**src/rtl/network_target_interface.sv**
```systemverilog
// rtl/network_target_interface.sv - NoC target interface: decodes request packets, drives local memory, returns read data.
module network_target_interface #(
  parameter int DATA_WIDTH = 32,
  parameter int ADDR_WIDTH = 32,
  parameter logic [7:0] NODE_ID = 8'd0
) (
  input  logic                  clk,
  input  logic                  rst,
  input  logic [DATA_WIDTH-1:0] rx_data,
  input  logic                  rx_valid,
  output logic                  rx_ready,
  output logic [DATA_WIDTH-1:0] tx_data,
  output logic                  tx_valid,
  input  logic                  tx_ready,
  output logic                  mem_req,
  output logic                  mem_we,
  output logic [ADDR_WIDTH-1:0] mem_addr,
  output logic [DATA_WIDTH-1:0] mem_wdata,
  input  logic                  mem_gnt,
  input  logic                  mem_rvalid,
  input  logic [DATA_WIDTH-1:0] mem_rdata,
  output logic [7:0]            last_src,
  output logic [2:0]            last_type,
  output logic [7:0]            drop_count,
  output logic                  busy
);

  typedef enum logic [2:0] {
    IDLE    = 3'd0,
    WDATA   = 3'd1,
    DROP    = 3'd2,
    MEM_WR  = 3'd3,
    MEM_RD  = 3'd4,
    RD_WAIT = 3'd5,
    SEND    = 3'd6
  } state_t;

  state_t state, state_next;

  logic [7:0]  hdr_dest;
  logic [2:0]  hdr_type;
  logic [7:0]  hdr_src;
  logic        hdr_write;
  logic [11:0] hdr_addr;
  logic        hdr_for_us;
  logic        rx_fire;

  assign hdr_dest   = rx_data[DATA_WIDTH-1 -: 8];
  assign hdr_type   = rx_data[DATA_WIDTH-9 -: 3];
  assign hdr_src    = rx_data[DATA_WIDTH-12 -: 8];
  assign hdr_write  = rx_data[DATA_WIDTH-20];
  assign hdr_addr   = rx_data[11:0];
  assign hdr_for_us = (hdr_dest == NODE_ID);
  assign rx_fire    = rx_valid && rx_ready;

  always_comb begin
    state_next = state;
    rx_ready   = 1'b0;
    tx_valid   = 1'b0;
    mem_req    = 1'b0;
    mem_we     = 1'b0;
    case (state)
      IDLE: begin
        rx_ready = 1'b1;
        if (rx_valid) begin
          if (!hdr_for_us) state_next = hdr_write ? DROP : IDLE;
          else             state_next = hdr_write ? WDATA : MEM_RD;
        end
      end
      WDATA: begin
        rx_ready = 1'b1;
        if (rx_valid) state_next = MEM_WR;
      end
      DROP: begin
        rx_ready = 1'b1;
        if (rx_valid) state_next = IDLE;
      end
      MEM_WR: begin
        mem_req = 1'b1;
        mem_we  = 1'b1;
        if (mem_gnt) state_next = IDLE;
      end
      MEM_RD: begin
        mem_req = 1'b1;
        if (mem_gnt) state_next = mem_rvalid ? SEND : RD_WAIT;
      end
      RD_WAIT: begin
        if (mem_rvalid) state_next = SEND;
      end
      SEND: begin
        tx_valid = 1'b1;
        if (tx_ready) state_next = IDLE;
      end
      default: state_next = IDLE;
    endcase
    // Nothing is accepted while reset is held, even though state updates only at the edge.
    if (rst) rx_ready = 1'b0;
  end

  assign busy = (state != IDLE);

  always_ff @(posedge clk) begin
    if (rst) begin
      state      <= IDLE;
      mem_addr   <= '0;
      mem_wdata  <= '0;
      tx_data    <= '0;
      last_src   <= '0;
      last_type  <= '0;
      drop_count <= '0;
    end else begin
      state <= state_next;
      case (state)
        IDLE: begin
          if (rx_fire) begin
            if (!hdr_for_us) begin
              if (drop_count != 8'hFF) drop_count <= drop_count + 8'd1;
            end else begin
              mem_addr  <= {{(ADDR_WIDTH-12){1'b0}}, hdr_addr};
              last_src  <= hdr_src;
              last_type <= hdr_type;
            end
          end
        end
        WDATA: begin
          if (rx_fire) mem_wdata <= rx_data;
        end
        MEM_RD: begin
          if (mem_gnt && mem_rvalid) tx_data <= mem_rdata;
        end
        RD_WAIT: begin
          if (mem_rvalid) tx_data <= mem_rdata;
        end
        default: ;
      endcase
    end
  end

endmodule

```
**config.mk**
```make
export PLATFORM = sky130hd
export DESIGN_NAME = network_target_interface
export DESIGN_NICKNAME = d
export VERILOG_FILES = /design/src/rtl/network_target_interface.sv
export SDC_FILE = /design/constraint.sdc
export NUM_CORES = 1
export LEC_CHECK = 0
export CAP_MARGIN = 20
export CORE_MARGIN = 2
export CORE_UTILIZATION = 41
export CTS_CLUSTER_DIAMETER = 150
export DETAILED_ROUTE_END_ITERATION = 8
export PLACE_DENSITY = 0.84
export RECOVER_POWER = 100
export SETUP_SLACK_MARGIN = 0.3
export SLEW_MARGIN = 5
export SYNTH_ARGS = -nofsm -noshare
export SYNTH_HDL_FRONTEND = slang
export SYNTH_SLANG_ARGS = --single-unit
```
**constraint.sdc**
```tcl
create_clock -name clk -period 2.05 [get_ports clk]
set_clock_uncertainty 0.2 [all_clocks]
set_input_delay 0.41 -clock clk [delete_from_list [all_inputs] [get_ports clk]]
set_output_delay 0.41 -clock clk [all_outputs]
set_load 0.005 [all_outputs]
```
# Word-level counts from Yosys, hierarchy flattened
# Cells that the tools add are included.
[totals]
latch_bits = 0
register_bits = 98
in_bits = 70
romBits = 0
elab_cells = 57
out_inout_bits = 120
ram_bits = 0
memories = 0
[classes]
div = 0
n_mux = 20
n_addsub = 1
n_shift = 0
eq_ne = 15
multipliers = 0
bitwise_logic = 1
n_lt_le_gt_ge = 0
n_reduce_logical = 13
[ops]
columns = ["cell", "n"]
rows = [
  ["$mux W32", 2],
  ["$pmux W32 S2", 1],
  ["$mux W3", 9],
  ["$pmux W3 S7", 1],
  ["$ne A2 B2 Y1 const B", 8],
  ["$eq A3 B3 Y1 const B", 3],
  ["$add A8 B1 Y8 const B", 1],
  ["$logic_not A8 Y1", 1],
  ["$ne A8 B8 Y1 const B", 1],
  ["$reduce_and A7 Y1", 1],
  ["$eq A3 B2 Y1 const B", 2],
  ["$reduce_and A3 Y1", 2],
  ["$mux W1", 5],
  ["$mux W2", 2],
  ["$reduce_and A4 Y1", 1],
  ["$eq A3 B1 Y1 const B", 1],
  ["$logic_not A3 Y1", 1],
  ["$reduce_bool A3 Y1", 1],
  ["$reduce_or A3 Y1", 1],
  ["$logic_and A1 B1 Y1", 2],
  ["$reduce_and A2 Y1", 1],
  ["$reduce_bool A2 Y1", 1],
  ["$reduce_or A2 Y1", 1],
  ["$not A1 Y1", 1],
]

# Logic depth before layout (Yosys ltp)
# Gate-level depths: netlist of run 1.
[logic_depth]
word_depth = 6
depth_mapped = 7
ltp_nobuf = 5

# Worst setup path before layout of run 1
# OpenSTA, ideal clock, no wires.
[synth_timing]
kind = "input -> register"
startpoint = "in rx_data[27]"
endpoint = "reg drop_count[5]"
required_ns = 1.727
t_arrival_ns = 1.590
setup_ns = 0.123
path_buffers = 0
cell_stages = 4
setup_slack_ns = 0.136
path_cell_list = "or4_4 > o211ai_4 > nor4_1 > mux2_1"
[synth_via]
elab_chain_len = 3
[synth_lines]
columns = ["element", "line", "text"]
rows = [
  ["start: declaration", "9", "input logic [DATA_WIDTH-1:0] rx_data,"],
  ["$logic_not A8 Y1", "53", "assign hdr_for_us = (hdr_dest == NODE_ID);"],
  ["$not A1 Y1 (no line)", "n/a", ""],
  ["$reduce_and A4 Y1 (no line)", "n/a", ""],
  ["end signal: assignment", "117", "if (drop_count != 8'hFF) drop_count <= drop_count + 8'd1;"],
  ["end: declaration", "24", "output logic [7:0] drop_count,"],
]
# No other way between the ends.
# A chain may end at the register's enable or synchronous reset.

# Worst setup path after layout of run 1
[layout_timing]
startpoint = "reg state[2]"
endpoint = "reg drop_count[5]"
[layout_via]
elab_chain_len = 6
elab_cells_between_ends = 8
cone_classes = "eq/ne: 2; mux: 2; reduce/logical: 4"
[layout_lines]
columns = ["element", "line", "text"]
rows = [
  ["start: declaration", "38", "state_t state, state_next;"],
  ["start signal: assignment", "112", "state <= state_next;"],
  ["$eq A3 B1 Y1, or another cell as far along", "62", "case (state)"],
  ["$reduce_or A3 Y1 (no line)", "n/a", ""],
  ["$mux W1", "62", ""],
  ["$mux W1", "97", "if (rst) rx_ready = 1'b0;"],
  ["$logic_and A1 B1 Y1", "54", "assign rx_fire = rx_valid && rx_ready;"],
  ["$reduce_and A4 Y1 (no line) (*)", "n/a", ""],
]
# Every way passes the cells marked *; elsewhere a longest branch is shown, timed or not.

==> summary.md, run 1 <==
| Metric | Value |
|---|---|
| Core Box Area | 9240 sq um |
| Design area | 6580 sq um |
| Area of the mapped netlist | 3910 sq um |
| Grt total ovfl | 0 |
| Final WL | 13800 microns |
| NumNets Final | 744 |
| Place WS | -406 ps |
| Max_cap viols | 0 |
| Area delta synth->final | 68.2% |
| Count leader, synth | nand2_1 |
| Period utilization | 102% |
| Non-filler cells, final | 807 |
| Antenna Nets Post-Route | 0 |
| Clk buf depth | 2 |
| Placed cells | 765 |
| Synth top area share | 50.2% |
| Clk slew on worst S/H paths | 90 ps |
| Fin worst setup slack | -31.3 ps |
| Clock sinks | 98 |
| GRT Util Overall | 23.6% |
| Async SR Flop Fraction | 0% |
| CTS tree | built |
| Worst path bufs/invs | 2 |
| Final setup TNS | -42.8 ps |
| Slew Limit Fails | 0 |
| Crit start category | flip-flop |
| First-pass GRT wire length | 19200 microns |
| Initial antenna violation count | 0 |
| Largest net degree at the start of global routing | 51 |
| DIE AREA | 10300 sq um |
| Setup Crit Path Kind | flip-flop to flip-flop |
| Final setup fails | 2 |
| Violated checks | setup timing |
| Highest clock rate | 480 MHz |
| Site Rows | 35 |
| Post-detailed-placement half-perimeter wirelength | 8590 microns |
| Slew HR | 63.9% |
| Crit path cell chain | buf_6 -> nor4_4 -> o211ai_4 -> buf_6 -> nor4_4 -> mux2_4 |
| Post-synth top cells | 132 x nand2_1, 98 x dfxtp_1, 70 x a21oi_1 |
| Placed inst area | 5870 sq um |
| Pleak | 0.00300 uW |
| 1st-iter DRT viols | 144 |
| Antenna cells | 0 |
| Number of synthesized flops with an enable pin | 0 |
| RePlAce Congestion | 0.886 |
| H-tree Lvls | 3 |
| Ys flop type | dfxtp_1 |
| Post-synthesis cell type count | 42 |
| Critical Path AT | 2120 ps |
| Yosys reg bits | 98 |
| Critical Path Fanout Max | 3 |
| Worst path slowest cell | nor4_4 |
| Layout cells sized above 1 | 22.6% |
| Hold-fix buffers, CTS | 0 |
| Via/cell ratio | 5.14 |
| Mapped Cells | 469 |
| Detailed Routing Iterations Pass 1 | 5 |
| RSZ-0062 raised after global routing | yes |
| Root buffer cell | clkbuf_8 |
| Slew at the pin closest to its max-slew limit | 541 ps |
| Remaining DRCs | 0 |
| Worst stage delay on the critical path | 370 ps |
| Layout fillers | 733 |
| Leading post-synthesis cells by cell area | dfxtp_1 50%, nand2_1 13%, a21oi_1 9.0%, mux2i_1 5.9%, buf_4 4.2% |
| Clk Latency, worst-skew pair | 350 ps |
| Kind of cell adding the most delay to the critical path | simple AND/OR/NAND/NOR gates |
| Die span in y | 102 microns |
| Vias in the first global route | 4017 |
| Vias | 4150 |
| Synthesized area per cell | 8.34 sq um |
| Req. time, crit path | 2090 ps |
| Starting Density | 42.3% |
| VDD IR-drop max | 0.454 mV |
| Status | finished, violations left |
| CTS Buf Count | 9 |
| Leading area contributor after synthesis | dfxtp_1 |
| Synth Warn # | 0 |
| Seq/Total Area, Yosys | 50.2% |
| Hold Path Class | flip-flop to flip-flop |
| Number of I/O pins | 190 |
| CP endpoint kind | flip-flop |
| Port Buf Inserts | 169 |
| Tmin final | 2080 ps |
| Pwr per Cell Area | 531 nW/um^2 |
| Wire per inst | 17.1 microns |
| Die Wd | 102 microns |
| Fin. Hold Viols | 0 |
state kept, by name (all words and copies together) (netlist names):
| register | flops |
|---|---|
| state | 3 |
| drop_count | 8 |
| mem_wdata | 32 |
| mem_addr | 12 |
| tx_data | 32 |
| last_type | 3 |
| last_src | 8 |
area by class of cell:
cell class                 count  area, sq um  area share, %
sequential                    98         1990           30.2
timing repair buffer         224         2140           32.6
multi-input combinational    337         2070           31.5
clock buffer                  11          141           2.15
clock inverter                 5         62.6          0.951
tap                          129          161           2.45
inverter                       3         13.8          0.209
stage by stage:
| step | utilization [%] | hold slack (ps) | power [uW] |
|---|---|---|---|
| finish | 71.2 | 255 | 3490 |
| global route | 71.2 | 276 | 3620 |
| CTS | 66.7 | 255 | 3490 |
| detailed placement | 63.5 | 245 | 2240 |
| global placement | 63.5 | 241 | 2230 |
| floorplan | - | 253 | 2060 |
repair_timing:
action | CTS | global route
setup endpoints to repair | 164 | 70
gates cloned | 0 | 6
gates resized for setup | 190 | 80
buffers inserted | 14 | 6
pin swaps | 11 | 17
hold endpoints to repair | 0 | 0
kinds of logic (layout without fill, tap and decap cells):
| logic type | after synthesis | after routing | share of synthesized area (%) |
|---|---|---|---|
| buf+inv | 53 | 243 | 7.33 |
| compound gates | 93 | 93 | 13.9 |
| other cells | 1 | 20 | 0.0959 |
| mux | 24 | 24 | 6.17 |
| simple gates | 199 | 199 | 22.0 |
| fa+ha+maj | 1 | 1 | 0.320 |
| flops | 98 | 98 | 50.2 |
where the power goes:
part | switching (uW) | total [uW] | internal, uW
Sequential | 6.24 | 1910 | 1900
Clock | 674 | 1280 | 605
Combinational | 131 | 307 | 176
final timing paths:
check / slack [ps] / startpoint / endpoint / depth (start not counted)
max: -30 / state[2]$_SDFFE_PP0P_ / drop_count[5]$_SDFFE_PP0P_ / 6
min: 260 / mem_wdata[30]$_SDFFE_PP0P_ / mem_wdata[30]$_SDFFE_PP0P_ / 2
max reg2reg: -30 / state[2]$_SDFFE_PP0P_ / drop_count[5]$_SDFFE_PP0P_ / 6
min reg2reg: 260 / mem_wdata[30]$_SDFFE_PP0P_ / mem_wdata[30]$_SDFFE_PP0P_ / 2
placed cells by master (no fill, tap or decap), types with 3 or more instances in the layout:
master	count
dlygate4sd2_1	100
nand2_1	99
dfxtp_1	90
a21oi_1	60
clkdlybuf4s50_1	59
buf_4	36
nor2_1	29
mux2i_1	22
conb_1	20
nand2_2	18
nand2_4	15
buf_6	12
a21oi_2	10
clkbuf_8	10
nand3_1	6
dfxtp_4	6
buf_12	5
nor4_4	4
nor2b_1	4
clkbuf_16	4
clkdlybuf4s15_1	4
nand4_1	3
a31o_1	3
buf_2	3
worst register-to-register path, delay by kind of cell (launching register included):
kind	cells	cell delay, ps
buffers and inverters	2	260
AND/OR/NAND/NOR	2	670
multiplexers	1	330
AO/OA/AOI/OAI	1	150
flip-flops	1	360
routing by layer:
layer  up-vias  GRT usage, %  part of all wire (%)  routed length [microns]
li1       1948             -                     -                        -
met1      1957          27.4                    39                     5380
met2       190          41.1                    51                     6980
met3        55          4.62                   6.2                      857
met4         0          12.3                   4.1                      566
met5         -             0                     0                        0
Note: power is estimated with default switching activity, not from simulation.
==> run 2, diff against run 1 <==
--- a/config.mk
+++ b/config.mk
@@ -12,7 +12,6 @@
 export DETAILED_ROUTE_END_ITERATION = 8
 export PLACE_DENSITY = 0.84
 export RECOVER_POWER = 100
-export SETUP_SLACK_MARGIN = 0.3
 export SLEW_MARGIN = 5
 export SYNTH_ARGS = -nofsm -noshare
 export SYNTH_HDL_FRONTEND = slang
==> summary.md, run 2 (synthesis results as in run 1) <==
| Metric | Value |
|---|---|
| Status | finished, final reports clean |
| Worst stage delay on the critical path | 600 ps (+230 ps) |
| Die Wd | 102 microns (unchanged) |
| CTS Buf Count | 9 (unchanged) |
| Reg area | 1970 sq um (-0.82%) |
| Wire per inst | 14.6 microns (-14%) |
| Die span in y | 102 microns (unchanged) |
| RSZ-0062 raised after global routing | yes |
| CTS tree | built |
| Clk slew on worst S/H paths | 110 ps (+20 ps) |
| Area delta synth->final | 56.8% |
| Crit path cell chain | clkdlybuf4s50_1 -> or4_4 -> o211ai_4 -> nor4_1 -> mux2_1 |
| DIE AREA | 10300 sq um (unchanged) |
| VDD IR-drop max | 0.383 mV (-16%) |
| Hold Path Cell Cnt | 3 (+1) |
| Final setup TNS | 0 ps (+42.8 ps) |
| Commonest non-fill, non-tap cell in the layout | nand2_1 |
| Tmin final | 2030 ps (-53.8 ps) |
| Core Util, Final | 66.4% (-4.8 points) |
| Worst Hold End | mem_wdata[24]$_SDFFE_PP0P_ |
| Most frequent cells in the layout | 132 x nand2_1, 95 x dfxtp_1, 91 x dlygate4sd3_1 |
| Hold Path Class | input port to flip-flop |
| Initial antenna violation count | 0 (unchanged) |
| Highest clock rate | 493 MHz (+2.7%) |
| Final setup fails | 0 (-2) |
| Pwr per Cell Area | 565 nW/um^2 (+6.4%) |
| Fin. Hold Viols | 0 (unchanged) |
| Port Buf Inserts | 169 (unchanged) |
| H-tree Lvls | 3 (unchanged) |
| 1st-iter DRT viols | 158 (+9.7%) |
| Setup Crit Path Kind | input port to flip-flop |
| Crit start category | input port |
| CP endpoint kind | flip-flop |
| Layout cells sized above 1 | 9.63% (-13 points) |
| Via/cell ratio | 5.01 (-2.6%) |
| Hold path startpoint | rx_data[24] |
| Site Rows | 35 (unchanged) |
| Req. time, crit path | 2100 ps (about the same) |
| R2r setup slk | 40 ps (+70 ps) |
| Largest regs | mem_wdata (32), tx_data (32), mem_addr (12) |
| Multi-input logic area | 1780 sq um (-14%) |
| Vias | 3923 (-5.5%) |
| Kind of cell adding the most delay to the critical path | simple AND/OR/NAND/NOR gates |
| Worst path slowest cell | or4_4 |
| Max_cap viols | 0 (unchanged) |
| First-pass GRT wire length | 17600 microns (-8.5%) |
| Clk buf depth | 2 (unchanged) |
| Period utilization | 98.9% (-2.6 points) |
| Clock sinks | 98 (unchanged) |
| Largest net degree at the start of global routing | 71 (+39%) |
| Critical Path AT | 2080 ps (-40 ps) |
| NumNets Final | 720 (-3.2%) |
| Antenna cells | 0 (unchanged) |
| Reg2reg end | mem_addr[0]$_SDFFE_PP0P_ |
| Grt total ovfl | 0 (unchanged) |
| Remaining DRCs | 0 (unchanged) |
| Detailed Routing Iterations Pass 1 | 4 (-1) |
| Slew at the pin closest to its max-slew limit | 712 ps (+171 ps) |
| Number of I/O pins | 190 (unchanged) |
| Antenna Nets Post-Route | 0 (unchanged) |
| Slew HR | 52.5% (-11 points) |
| Final hold slack | 220 ps (-35.6 ps) |
| Clk Latency, worst-skew pair | 350 ps (about the same) |
| Root buffer cell | clkbuf_8 |
| Layout fillers | 746 (+1.8%) |
| Critical Path Fanout Max | 3 (unchanged) |
| Vias in the first global route | 3840 (-4.4%) |
| Reg2reg start | state[2]$_SDFFE_PP0P_ |
| Post-detailed-placement half-perimeter wirelength | 8170 microns (-4.9%) |
| Pleak | 0.00266 uW (-11%) |
| Starting Density | 42.3% (unchanged) |
| Worst path bufs/invs | 1 (-1) |
| Core Box Area | 9240 sq um (unchanged) |
| R2R cell count | 8 (+2) |
| Final WL | 11400 microns (-17%) |
| RePlAce Congestion | 1.01 (+14%) |
| Slew Limit Fails | 0 (unchanged) |
| GRT Util Overall | 21.5% (-2.1 points) |
[run 2: cell count changes in the layout (fill, tap and decap cells not counted), sizes merged, moves of 3 or more]
cell	previous run	this run
buf	57	27
clkinv	1	4
clkdlybuf4s15	4	1
clkdlybuf4s50	59	71
dlygate4sd2	100	2
dlygate4sd3	0	91
[run 2: layer usage]
| layer | wire (microns) | part of all wire (%) | GRT usage (%) | up-vias |
|---|---|---|---|---|
| met1 | 4520 | 39 | 23.6 | 1827 |
| met4 | 275 | 2.4 | 8.94 | 0 |
| met2 | 5710 | 50 | 37.5 | 170 |
| met3 | 933 | 8.2 | 7.80 | 27 |
| li1 | - | - | - | 1899 |
| met5 | 0 | 0 | 0 | - |
[run 2: where the power goes]
group | leakage, uW | switching (uW) | internal, uW
clock | 0.000107 | 696 | 585
combinational | 0.00176 | 112 | 161
sequential | 0.000791 | 6.63 | 1900
total | 0.00266 | 814 | 2650
[run 2: worst max-delay path by stage]
stage | start | to | slack, ps | cells after the start
after CTS | state[2]$_SDFFE_PP0P_ | drop_count[7]$_SDFFE_PP0P_ | 9 | 6
after floorplan | rx_data[27] | drop_count[5]$_SDFFE_PP0P_ | 140 | 4
after detailed placement | rx_data[31] | drop_count[2]$_SDFFE_PP0P_ | -410 | 5
after global routing | state[2]$_SDFFE_PP0P_ | mem_addr[0]$_SDFFE_PP0P_ | -40 | 8
after global placement | rx_data[29] | mem_addr[9]$_SDFFE_PP0P_ | -360 | 8
final | rx_data[30] | drop_count[5]$_SDFFE_PP0P_ | 20 | 5
[run 2: repair_timing]
action / 4_1_cts / 5_1_grt
endpoints found under the setup margin: 7 / 29
hold buffers: 0 / 0
hold endpoints to repair: 0 / 0
buffers inserted: 2 / 1
pin swaps: 5 / 8
gates resized for setup: 23 / 8
cloned: 0 / 3
[run 2: cell type report]
type	count	area share [%]
Clock buffer	9	2.02
Clock inverter	7	1.41
Inverter	3	0.184
Multi-Input combinational cell	337	29.1
Sequential cell	98	32.1
Tap cell	129	2.63
Timing Repair Buffer	200	32.5
[run 2: metrics by stage]
stage	std cells	instance area [sq um]	power, uW	setup slack [ps]
after floorplan	488	3980	2050	136
after global placement	761	5810	2220	-359
after detailed placement	761	5810	2220	-408
after CTS	779	6080	3500	8.87
after global routing	783	6130	3620	-39.8
final	783	6130	3470	22.5
[run 2: worst reg2reg max path: stages (launching register included)]
cell     delay [ps]
dfxtp_4         380
buf_6           130
nor4_4          340
buf_4           180
nand4_1         120
buf_6           170
buf_12          140
mux2i_1         170
nor2_1           60
==> run 3, diff against run 2 <==
--- a/config.mk
+++ b/config.mk
@@ -5,7 +5,6 @@
 export SDC_FILE = /design/constraint.sdc
 export NUM_CORES = 1
 export LEC_CHECK = 0
-export CAP_MARGIN = 20
 export CORE_MARGIN = 2
 export CORE_UTILIZATION = 41
 export CTS_CLUSTER_DIAMETER = 150
==> results of run 3 <==
No change in the layout: final DEF, timing and power equal those of run 2.
